==> config.mk <==
export PLATFORM = sky130hd
export DESIGN_NAME = module_serial_subtractor
export DESIGN_NICKNAME = d
export VERILOG_FILES = /design/src/rtl/module_serial_subtractor.sv
export SDC_FILE = /design/constraint.sdc
export NUM_CORES = 1
export LEC_CHECK = 0
export BUFFER_PORTS_ARGS = -buffer_cell sky130_fd_sc_hd__buf_4
export CORE_MARGIN = 5
export CORE_UTILIZATION = 43
export DETAILED_ROUTE_END_ITERATION = 6
export PLACE_DENSITY = 0.74
export SYNTH_ARGS = -nofsm -noshare
export SYNTH_HDL_FRONTEND = slang
export SYNTH_SLANG_ARGS = --single-unit
==> constraint.sdc <==
create_clock -name clk_i -period 1.3 [get_ports clk_i]
set_input_delay 0.195 -clock clk_i [delete_from_list [all_inputs] [get_ports clk_i]]
set_output_delay 0.195 -clock clk_i [all_outputs]
set_load 0.05 [all_outputs]
==> src/rtl/module_serial_subtractor.sv <==
// Bit-serial a - b, LSB first, one full-subtractor step per clock.
// start_i/a_i/b_i in; busy_o/done_o handshake; diff_o/borrow_o/overflow_o out.
module module_serial_subtractor #(
  parameter int WIDTH = 8
) (
  input  logic             clk_i,
  input  logic             rst_n_i,
  input  logic             start_i,
  input  logic [WIDTH-1:0] a_i,
  input  logic [WIDTH-1:0] b_i,
  output logic             busy_o,
  output logic             done_o,
  output logic [WIDTH-1:0] diff_o,
  output logic             borrow_o,
  output logic             overflow_o
);

  typedef enum logic [1:0] {
    IDLE,
    RUN,
    DONE
  } state_t;

  localparam int CW = $clog2(WIDTH) + 1;

  state_t           state_q;
  state_t           state_d;
  logic [WIDTH-1:0] a_q;
  logic [WIDTH-1:0] b_q;
  logic [WIDTH-1:0] res_q;
  logic [WIDTH-1:0] res_next;
  logic [CW-1:0]    cnt_q;
  logic             br_q;
  logic             a_msb_q;
  logic             b_msb_q;
  logic             d;
  logic             br_next;
  logic             last;

  assign d       = a_q[0] ^ b_q[0] ^ br_q;
  assign br_next = (~a_q[0] & b_q[0])
                 | (~a_q[0] & br_q)
                 | (b_q[0] & br_q);
  assign last    = (cnt_q == CW'(WIDTH - 1));

  // New bit enters at the MSB; written this way so WIDTH=1 needs no slice.
  assign res_next = (res_q >> 1)
                  | (WIDTH'(d) << (WIDTH - 1));

  assign busy_o = (state_q != IDLE);
  assign done_o = (state_q == DONE);

  always_comb begin
    state_d = state_q;
    unique case (state_q)
      IDLE:    if (start_i) state_d = RUN;
      RUN:     if (last) state_d = DONE;
      DONE:    state_d = IDLE;
      default: state_d = IDLE;
    endcase
  end

  always_ff @(posedge clk_i or negedge rst_n_i) begin
    if (!rst_n_i) state_q <= IDLE;
    else          state_q <= state_d;
  end

  always_ff @(posedge clk_i or negedge rst_n_i) begin
    if (!rst_n_i) begin
      a_q        <= '0;
      b_q        <= '0;
      res_q      <= '0;
      cnt_q      <= '0;
      br_q       <= 1'b0;
      a_msb_q    <= 1'b0;
      b_msb_q    <= 1'b0;
      diff_o     <= '0;
      borrow_o   <= 1'b0;
      overflow_o <= 1'b0;
    end else begin
      unique case (1'b1)
        (state_q == IDLE) && start_i: begin
          a_q     <= a_i;
          b_q     <= b_i;
          br_q    <= 1'b0;
          cnt_q   <= '0;
          a_msb_q <= a_i[WIDTH-1];
          b_msb_q <= b_i[WIDTH-1];
        end
        state_q == RUN: begin
          a_q   <= a_q >> 1;
          b_q   <= b_q >> 1;
          res_q <= res_next;
          br_q  <= br_next;
          cnt_q <= cnt_q + 1'b1;
          if (last) begin
            diff_o     <= res_next;
            borrow_o   <= br_next;
            // d of the last step is the result sign bit.
            overflow_o <= (a_msb_q ^ b_msb_q)
                        & (d ^ a_msb_q);
          end
        end
        default: ;
      endcase
    end
  end

endmodule

==> flow_metrics.tcl, run 1 <==
set metrics [dict create \
    status "complete, but fails checks" \
    violations "negative setup slack" \
    via_count 1508 \
    drtIter0Drc 84 \
    crit_path_max_fanout 3 \
    ys_seq_area_share_pct 57.4 \
    drive_above_1_share_pct 48.3 \
    cts.sinks 42 \
    ys_ff_latch 42 \
    yosysMostFrequentCell "dfrtp_1" \
    cp-end-kind "flop" \
    synth_top_area_share_pct 57.4 \
    gr-usage-all-layers_pct 16.5 \
    cp.required_ns 1.48 \
    p_leak_nw 1.29 \
    fp.coreArea_um2 4060 \
    maxCapViolCount 0 \
    worstPathArrival_ns 1.65 \
    synthFlopType "dfrtp_1" \
    dpl_cell_area_um2 2280 \
    gp_congestion 0.795 \
    initial_core_util_pct 45.1 \
    via_per_inst 5.20 \
    ys_warn_count 0 \
    rsz0062_at_grt "true" \
    dr.pass1.iters 4 \
    grt_antenna_before_repair 0 \
    clock-root-buffer "clkbuf_8" \
    port_buffers 30 \
    place_hpwl_um 2660 \
    antenna_cells 0 \
    die_area_um2 5660 \
    row_count 23 \
    fin_crit_sh_pct 113 \
    hp-class "primary input to flop" \
    cp-start-kind "flop" \
    die_x_um 75.2 \
    io_pins 31 \
    cts_buffer_depth 2 \
    setup_viol 23 \
    fmax_ghz 0.681 \
    worst-path-buf-inv 1 \
    avgSynthCellArea_um2 10.8 \
    fillers 298 \
    grt_max_degree 43 \
    yosys-top-cells-count "42 x dfrtp_1, 31 x nand2_1, 17 x o21ai_0" \
    syn-num-nets 190 \
    worst_pin_slew_ns 0.517 \
    irDropWorstVdd_uv 1280 \
    fin_util_pct 67.2 \
    grt_pass1_vias 1459 \
    finalHoldViolCount 0 \
    grt_overflow 0 \
    cts_tree "built" \
    routed_wl_um 4470 \
    grt_pass1_wl_um 6850 \
    syn_inst 169 \
    postLayoutCellArea_um2 2730 \
    die_height_um 75.2 \
    cellPowerDensity_nw_per_um2 2610 \
    drcViolationCount 0 \
    finalSetupTns_ns -1.55 \
    netlist_top_cells_area "dfrtp_1 57%, mux2_2 6.8%, nand2_1 6.4%" \
    path_cells "inv_2 -> fa_1 -> nand2_1 -> o22ai_1 -> mux2_4" \
    finalPower_mw 7.10 \
    slew_headroom_pct 65.6 \
    yosysTopAreaCell "dfrtp_1" \
    cp_top_family "adder cells" \
    setup_ws_ns -0.168 \
    wl_per_cell_um 15.4 \
    fin_crit_ns 1.47 \
    numCtsBuffers 5 \
    clk_latency_ns 0.29 \
    syn_to_final_growth_pct 48.9 \
    syn_area_um2 1830 \
    synth.distinct_cells 25 \
    slew_viol_final 0 \
    nets 260 \
    finalClockSkew_ns 0.00491 \
    synth-async-reset-ratio_pct 100 \
    cp_slowest_stage_delay_ns 0.46 \
    ant_nets 0 \
    cpMaxStageDelayCell "fa_1" \
    cts.clk_slew.worst_paths_ns 0.08 \
    htreeDepth 2 \
    worstSetupPathType "flop to flop" \
    synth_edf_count 0 \
]
## final cells by class
class	instances	area, um2	share of cell area [%]
tap	50	62.6	2.30
inverter	2	7.51	0.275
clock inverter	2	12.5	0.459
sequential	42	1050	38.6
clock buffer	6	82.6	3.03
timing repair buffer	74	633	23.2
multi-input combinational	114	876	32.1
## per-stage QoR
step           hold WS, ns  instances  setup WS [ns]
2_1_floorplan       -0.101        169         -0.103
3_3_place_gp         0.208        266         -0.116
3_5_place_dp         0.209        266         -0.132
4_1_cts              0.118        282         -0.132
5_1_grt              0.131        290         -0.221
6_report             0.125        290         -0.168
## layout by cell type (no fill, tap or decap), drive strengths merged, types with 2 or more instances in the layout
cell	count
nand3	3
inv	2
a22oi	14
a22o	4
o21ai	17
clkbuf	6
buf	73
dfrtp	42
mux2i	2
nand2	31
nand2b	3
mux2	11
nor2b	11
a21oi	8
## report_power, final
| part | internal (mW) | switching, mW |
|---|---|---|
| Sequential | 1.87 | 0.400 |
| Clock | 0.427 | 0.444 |
| Combinational | 2.00 | 1.96 |
## cell families after synthesis
family / share of synthesized area (%)
DFF: 57.4
adders and majority gates: 1.78
muxes: 7.86
buffers and inverters: 3.42
and+or+nand+nor: 13.8
AOI/OAI and AO/OA: 15.7
## sequential cells by signal, indices dropped and copies added, names as in the netlist
register and cells:
borrow_o 1, overflow_o 1, b_msb_q 1, a_q 8, b_q 8, a_msb_q 1
br_q 1, cnt_q 4, diff_o 8, state_q 2, res_q 7
## timing repair
item	in CTS	in global routing
hold buffers	1	0
setup endpoints to repair	15	36
pin swaps	2	13
cloned	0	0
hold endpoints to repair	42	0
resized for setup	28	42
setup buffers	7	10
## routing by layer
layer  up-vias  global-route usage (%)  share of wire [%]
met5         -                       0                  0
met4         0                    7.38                2.3
met1       737                    20.6                 42
met3         9                    4.67                4.5
met2        37                    26.8                 51
li1        725                       -                  -
## final timing paths
path | from | to | slack, ns | cells past startpoint
hold / removal | b_i[7] | b_q[7]$_DFFE_PN0P_ | 0.13 | 2
hold reg to reg | res_q[1]$_DFFE_PN0P_ | res_q[1]$_DFFE_PN0P_ | 0.50 | 2
max in group asynchronous | rst_n_i | b_q[5]$_DFFE_PN0P_ | 0.53 | 2
min in group asynchronous | rst_n_i | diff_o[0]$_DFFE_PN0P_ | 0.41 | 2
setup reg to reg | a_q[0]$_DFFE_PN0P_ | overflow_o$_DFFE_PN0P_ | -0.17 | 5
setup / recovery | a_q[0]$_DFFE_PN0P_ | overflow_o$_DFFE_PN0P_ | -0.17 | 5
Note: power is estimated with default switching activity, not from simulation.
==> run 2: changes to the inputs <==
--- a/config.mk
+++ b/config.mk
@@ -10,6 +10,7 @@
 export CORE_UTILIZATION = 43
 export DETAILED_ROUTE_END_ITERATION = 6
 export PLACE_DENSITY = 0.74
+export REMOVE_ABC_BUFFERS = 1
 export SYNTH_ARGS = -nofsm -noshare
 export SYNTH_HDL_FRONTEND = slang
 export SYNTH_SLANG_ARGS = --single-unit
==> run 2 against run 1 <==
Compared with the run above:
- the run still ends with negative setup slack left
- highest routed layer unchanged
- via count rose by 1.5%
- clock skew rose by 0.0065 ns
- power rose by 4.2%
- critical endpoint unchanged
- first-iteration DRC count fell by 9.5%
- global-route usage rose by 0.51 points
- core utilization rose by 0.34 points
- routed wire length rose by 6.9%
- sequential share of layout area fell by 0.19 points
- largest cell class unchanged
==> flow_metrics.tcl, run 2 (synthesized netlist as in run 1, its figures left out) <==
set metrics [dict create \
    p_leak_nw 1.29 \
    violations "negative setup slack" \
    cts_tree "built" \
    slew_headroom_pct 64.7 \
    placed_cells 263 \
    die_area_um2 5660 \
    multi_input_area_um2 902 \
    path_cells "inv_2 -> fa_1 -> nand2_1 -> o22ai_1 -> mux2_4" \
    rsz0062_at_grt "true" \
    worst_pin_slew_ns 0.530 \
    grt_antenna_before_repair 0 \
    port_buffers 30 \
    drcViolationCount 0 \
    via_per_inst 5.39 \
    maxCapViolCount 0 \
    cp.required_ns 1.49 \
    worst-path-buf-inv 1 \
    initial_core_util_pct 45.1 \
    post-place-ws_ns -0.168 \
    fp.coreArea_um2 4060 \
    register_area_um2 1050 \
    wl_per_cell_um 16.8 \
    fin_crit_ns 1.47 \
    layout_commonest_cell "buf_4" \
    reg_top3 "a_q (8), b_q (8), diff_o (8)" \
    gp_congestion 0.772 \
    cts_buffer_depth 2 \
    cts.sinks 42 \
    numCtsBuffers 5 \
    r2r_end "overflow_o$_DFFE_PN0P_" \
    postLayoutCellArea_um2 2740 \
    cp_top_family "adder cells" \
    htreeDepth 2 \
    worstRegToRegCells 5 \
    fin_util_pct 67.5 \
    slew_viol_final 0 \
    grt_overflow 0 \
    setup.worst_path.start "a_q[0]$_DFFE_PN0P_" \
    dpl_cell_area_um2 2250 \
    cp-end-kind "flop" \
    grt_pass1_vias 1494 \
    finalHoldViolCount 0 \
    cellPowerDensity_nw_per_um2 2700 \
    fin_crit_sh_pct 113 \
    grt_pass1_wl_um 7140 \
    crit_path_max_fanout 3 \
    routed_wl_um 4780 \
    antenna_cells 0 \
    finalClockSkew_ns 0.0114 \
    fillers 281 \
    status "complete, but fails checks" \
    r2r-start "a_q[0]$_DFFE_PN0P_" \
    hp-class "primary input to flop" \
    fmax_ghz 0.680 \
    gr-usage-all-layers_pct 17.0 \
    worstSetupPathType "flop to flop" \
    finalSetupTns_ns -0.887 \
    nets 254 \
    worst-r2r-setup-slack_ns -0.17 \
    place_hpwl_um 2770 \
    setup_ws_ns -0.171 \
    worstPathArrival_ns 1.66 \
    final_cell_mix "49 x buf_4, 42 x dfrtp_1, 27 x nand2_1" \
    io_pins 31 \
    clk_latency_ns 0.30 \
    ant_nets 0 \
    via_count 1530 \
    grt_max_degree 43 \
    cts.clk_slew.worst_paths_ns 0.09 \
    syn_to_final_growth_pct 49.6 \
    clock-root-buffer "clkbuf_8" \
    drtIter0Drc 76 \
    setup_viol 15 \
    die_x_um 75.2 \
    drive_above_1_share_pct 49.6 \
    crit_end "overflow_o$_DFFE_PN0P_" \
    die_height_um 75.2 \
    fin_cells 284 \
    cp-start-kind "flop" \
    irDropWorstVdd_uv 1300 \
    dr.pass1.iters 4 \
    cpMaxStageDelayCell "fa_1" \
    cp.depth 5 \
    cp_slowest_stage_delay_ns 0.51 \
    row_count 23 \
]
## run 2: cell count changes in the layout (fill, tap and decap cells not counted), sizes merged
| cell | previous run | this run |
|---|---|---|
| buf | 73 | 66 |
| bufinv | 0 | 1 |
| clkbuf | 6 | 7 |
| clkinv | 1 | 0 |
## run 2: cell type report
cell class                      instances  area share, %
Clock buffer                            6           2.65
Clock inverter                          2           1.37
Inverter                                2          0.274
Multi-Input combinational cell        114           32.9
Sequential cell                        42           38.4
Tap cell                               50           2.28
Timing Repair Buffer                   68           22.1
## run 2: worst reg2reg max path: cells and delay by family (launching register included)
kind	cells	cell delay, ns
buffers and inverters	1	0.06
flip-flops	1	0.37
AND/OR/NAND/NOR	1	0.08
AO/OA/AOI/OAI	1	0.08
adder cells (fa/ha/maj)	1	0.51
multiplexers	1	0.26
## run 2: worst min-delay path by stage
stage | startpoint | end | slack [ns] | depth (start not counted)
2_1_floorplan | rst_n_i | a_msb_q$_DFFE_PN0P_ | -0.10 | 0
3_3_place_gp | rst_n_i | b_q[3]$_DFFE_PN0P_ | 0.22 | 1
3_5_place_dp | rst_n_i | diff_o[0]$_DFFE_PN0P_ | 0.21 | 1
4_1_cts | a_i[7] | a_msb_q$_DFFE_PN0P_ | 0.13 | 2
5_1_grt | a_i[7] | a_msb_q$_DFFE_PN0P_ | 0.13 | 2
6_report | a_i[7] | a_msb_q$_DFFE_PN0P_ | 0.13 | 2
## run 2: layer usage
metal | part of all wire, % | up-vias | track usage (%)
met5 | 0 | - | 0
met3 | 3.8 | 9 | 4.67
met1 | 42 | 770 | 21.5
met2 | 52 | 37 | 28.4
li1 | - | 714 | -
met4 | 2.0 | 0 | 5.63
## run 2: stage by stage
step | power [mW] | hold slack [ns]
floorplan | 3.96 | -0.101
global placement | 5.12 | 0.216
detailed placement | 5.21 | 0.215
CTS | 6.68 | 0.131
global route | 7.81 | 0.130
finish | 7.40 | 0.134
## run 2: what timing repair did
action,CTS,global route
gates cloned,0,1
endpoints found under the hold margin,42,0
resized for setup,33,46
hold buffers,1,0
pin swaps,6,15
buffers inserted,6,6
endpoints found under the setup margin,22,38
## run 2: power breakdown
part	total, mW	internal [mW]	switching, mW
clock network	1.05	0.574	0.480
registers	2.27	1.87	0.398
logic	4.08	2.05	2.03
total	7.40	4.49	2.91
==> run 3: changes to the inputs <==
--- a/config.mk
+++ b/config.mk
@@ -9,7 +9,7 @@
 export CORE_MARGIN = 5
 export CORE_UTILIZATION = 43
 export DETAILED_ROUTE_END_ITERATION = 6
-export PLACE_DENSITY = 0.74
+export PLACE_DENSITY_LB_ADDON = 0.25
 export REMOVE_ABC_BUFFERS = 1
 export SYNTH_ARGS = -nofsm -noshare
 export SYNTH_HDL_FRONTEND = slang
==> run 3 against run 2 <==
Compared with the run above:
- largest cell class unchanged
- combinational power fell by 13%
- cell count decreased by 2.8%
- the flow still finishes with violations (negative setup slack)
- clock-buffer cell count increased by 2
- critical path type is now flop to output port
- via count down 5.0%
==> flow_metrics.tcl, run 3 (synthesized netlist as in run 1, its figures left out) <==
set metrics [dict create \
    syn_to_final_growth_pct 40.2 \
    finalPower_mw 6.76 \
    cpMaxStageDelayCell "dfrtp_2" \
    finalClockSkew_ns 0.00746 \
    cts.clk_slew.worst_paths_ns 0.07 \
    worstSetupPathType "flop to output port" \
    finalHoldViolCount 0 \
    clk_latency_ns 0.30 \
    hp-class "primary input to flop" \
    gr-usage-all-layers_pct 16.9 \
    worst-path-buf-inv 2 \
    cts_tree "built" \
    cp.required_ns 1.11 \
    row_count 23 \
    slew_viol_final 0 \
    p_leak_nw 1.22 \
    path_cells "buf_6 -> or2_4 -> buf_8" \
    maxCapViolCount 0 \
    worstRegToRegCells 4 \
    dr.pass1.iters 4 \
    via_count 1454 \
    die_x_um 75.2 \
    via_per_inst 5.27 \
    io_pins 31 \
    r2r-start "a_q[0]$_DFFE_PN0P_" \
    grt_antenna_before_repair 0 \
    crit_path_max_fanout 4 \
    worst-r2r-setup-slack_ns -0.14 \
    cp-start-kind "flop" \
    drcViolationCount 0 \
    cp-end-kind "output port" \
    wl_per_cell_um 15.4 \
    fp.coreArea_um2 4060 \
    fillers 326 \
    setup_viol 14 \
    grt_max_degree 43 \
    cp_slowest_stage_delay_ns 0.45 \
    holdPathEnd "b_q[7]$_DFFE_PN0P_" \
    grt_pass1_vias 1538 \
    rsz0062_at_grt "true" \
    die_height_um 75.2 \
    finalSetupTns_ns -1.47 \
    final_cell_mix "46 x buf_4, 41 x dfrtp_1, 30 x nand2_1" \
    r2r_end "overflow_o$_DFFE_PN0P_" \
    hp-start "b_i[7]" \
    post-place-ws_ns -0.154 \
    die_area_um2 5660 \
    setup_ws_ns -0.146 \
    violations "negative setup slack" \
    irDropWorstVdd_uv 1510 \
    place_hpwl_um 2840 \
    cellPowerDensity_nw_per_um2 2640 \
    clock-root-buffer "clkbuf_8" \
    worstPathArrival_ns 1.25 \
    htreeDepth 2 \
    antenna_cells 0 \
    fin_crit_ns 1.45 \
    cp_top_family "flip-flops" \
    fin_crit_sh_pct 111 \
    ant_nets 0 \
    status "complete, but fails checks" \
    cts_buffer_depth 2 \
    routed_wl_um 4250 \
    port_buffers 30 \
    slew_headroom_pct 65.2 \
    hold_depth 2 \
    nets 246 \
    reg_top3 "a_q (8), b_q (8), diff_o (8)" \
    drtIter0Drc 60 \
    drive_above_1_share_pct 40.7 \
    fmax_ghz 0.691 \
    layout_commonest_cell "buf_4" \
    gp_congestion 0.798 \
    worst_pin_slew_ns 0.522 \
    grt_overflow 0 \
    initial_core_util_pct 45.1 \
    grt_pass1_wl_um 7160 \
    cts.sinks 42 \
    numCtsBuffers 5 \
]
## run 3: cell count changes in the layout (fill, tap and decap cells not counted), sizes merged
cell      before  now
clkbuf         7    8
buf           66   59
bufinv         1    0
clkinvlp       1    0
## run 3: worst register-to-register path, cell delays in order (launching register included)
cell and delay [ns]:
dfrtp_1 0.36, inv_2 0.06, fa_1 0.58, o22ai_1 0.09
mux2_4 0.26
## run 3: cell type report
class | count | area (um2) | share of cell area [%]
multi-input combinational | 114 | 825 | 32.1
inverter | 2 | 7.51 | 0.293
tap | 50 | 62.6 | 2.44
timing repair buffer | 60 | 509 | 19.8
sequential | 42 | 1050 | 41.0
clock buffer | 8 | 110 | 4.29
## run 3: how the worst max path moves through the flow
| stage | from | to | slack (ns) | depth (start not counted) |
|---|---|---|---|---|
| after floorplan | state_q[0]$_DFFE_PN0P_ | borrow_o$_DFFE_PN0P_ | -0.69 | 3 |
| after global placement | a_q[0]$_DFFE_PN0P_ | overflow_o$_DFFE_PN0P_ | -0.13 | 4 |
| after detailed placement | a_q[0]$_DFFE_PN0P_ | overflow_o$_DFFE_PN0P_ | -0.15 | 4 |
| after CTS | br_q$_DFFE_PN0P_ | overflow_o$_DFFE_PN0P_ | -0.16 | 3 |
| after global routing | state_q[1]$_DFFE_PN0P_ | borrow_o$_DFFE_PN0P_ | -0.19 | 4 |
| final | state_q[1]$_DFFE_PN0P_ | busy_o | -0.15 | 3 |
## run 3: per-layer routing
metal	vias to the layer above	global-route usage, %	share of wire (%)
met4	0	8.35	1.9
li1	693	-	-
met5	-	0	0
met1	721	21.4	41
met2	32	27.9	52
met3	8	3.20	4.6
## run 3: power breakdown
part	internal, mW	switching (mW)	leakage [nW]
combinational	1.72	1.81	0.627
sequential	1.87	0.387	0.536
clock	0.536	0.436	0.0575
total	4.13	2.63	1.22
## run 3: what timing repair did
item | CTS | global route
hold buffers | 1 | 0
pin swaps | 5 | 2
resized for setup | 31 | 20
hold endpoints to repair | 42 | 0
buffers inserted | 7 | 1
gates cloned | 0 | 1
setup endpoints to repair | 39 | 42
## run 3: per-stage QoR
step / utilization, % / std cells / hold slack, ns / area [um2]
after floorplan: - / 158 / -0.101 / 1780
after global placement: 54.5 / 258 / 0.203 / 2210
after detailed placement: 54.5 / 258 / 0.211 / 2210
after CTS: 61.7 / 274 / 0.125 / 2500
after global routing: 63.2 / 276 / 0.139 / 2570
final: 63.2 / 276 / 0.130 / 2570
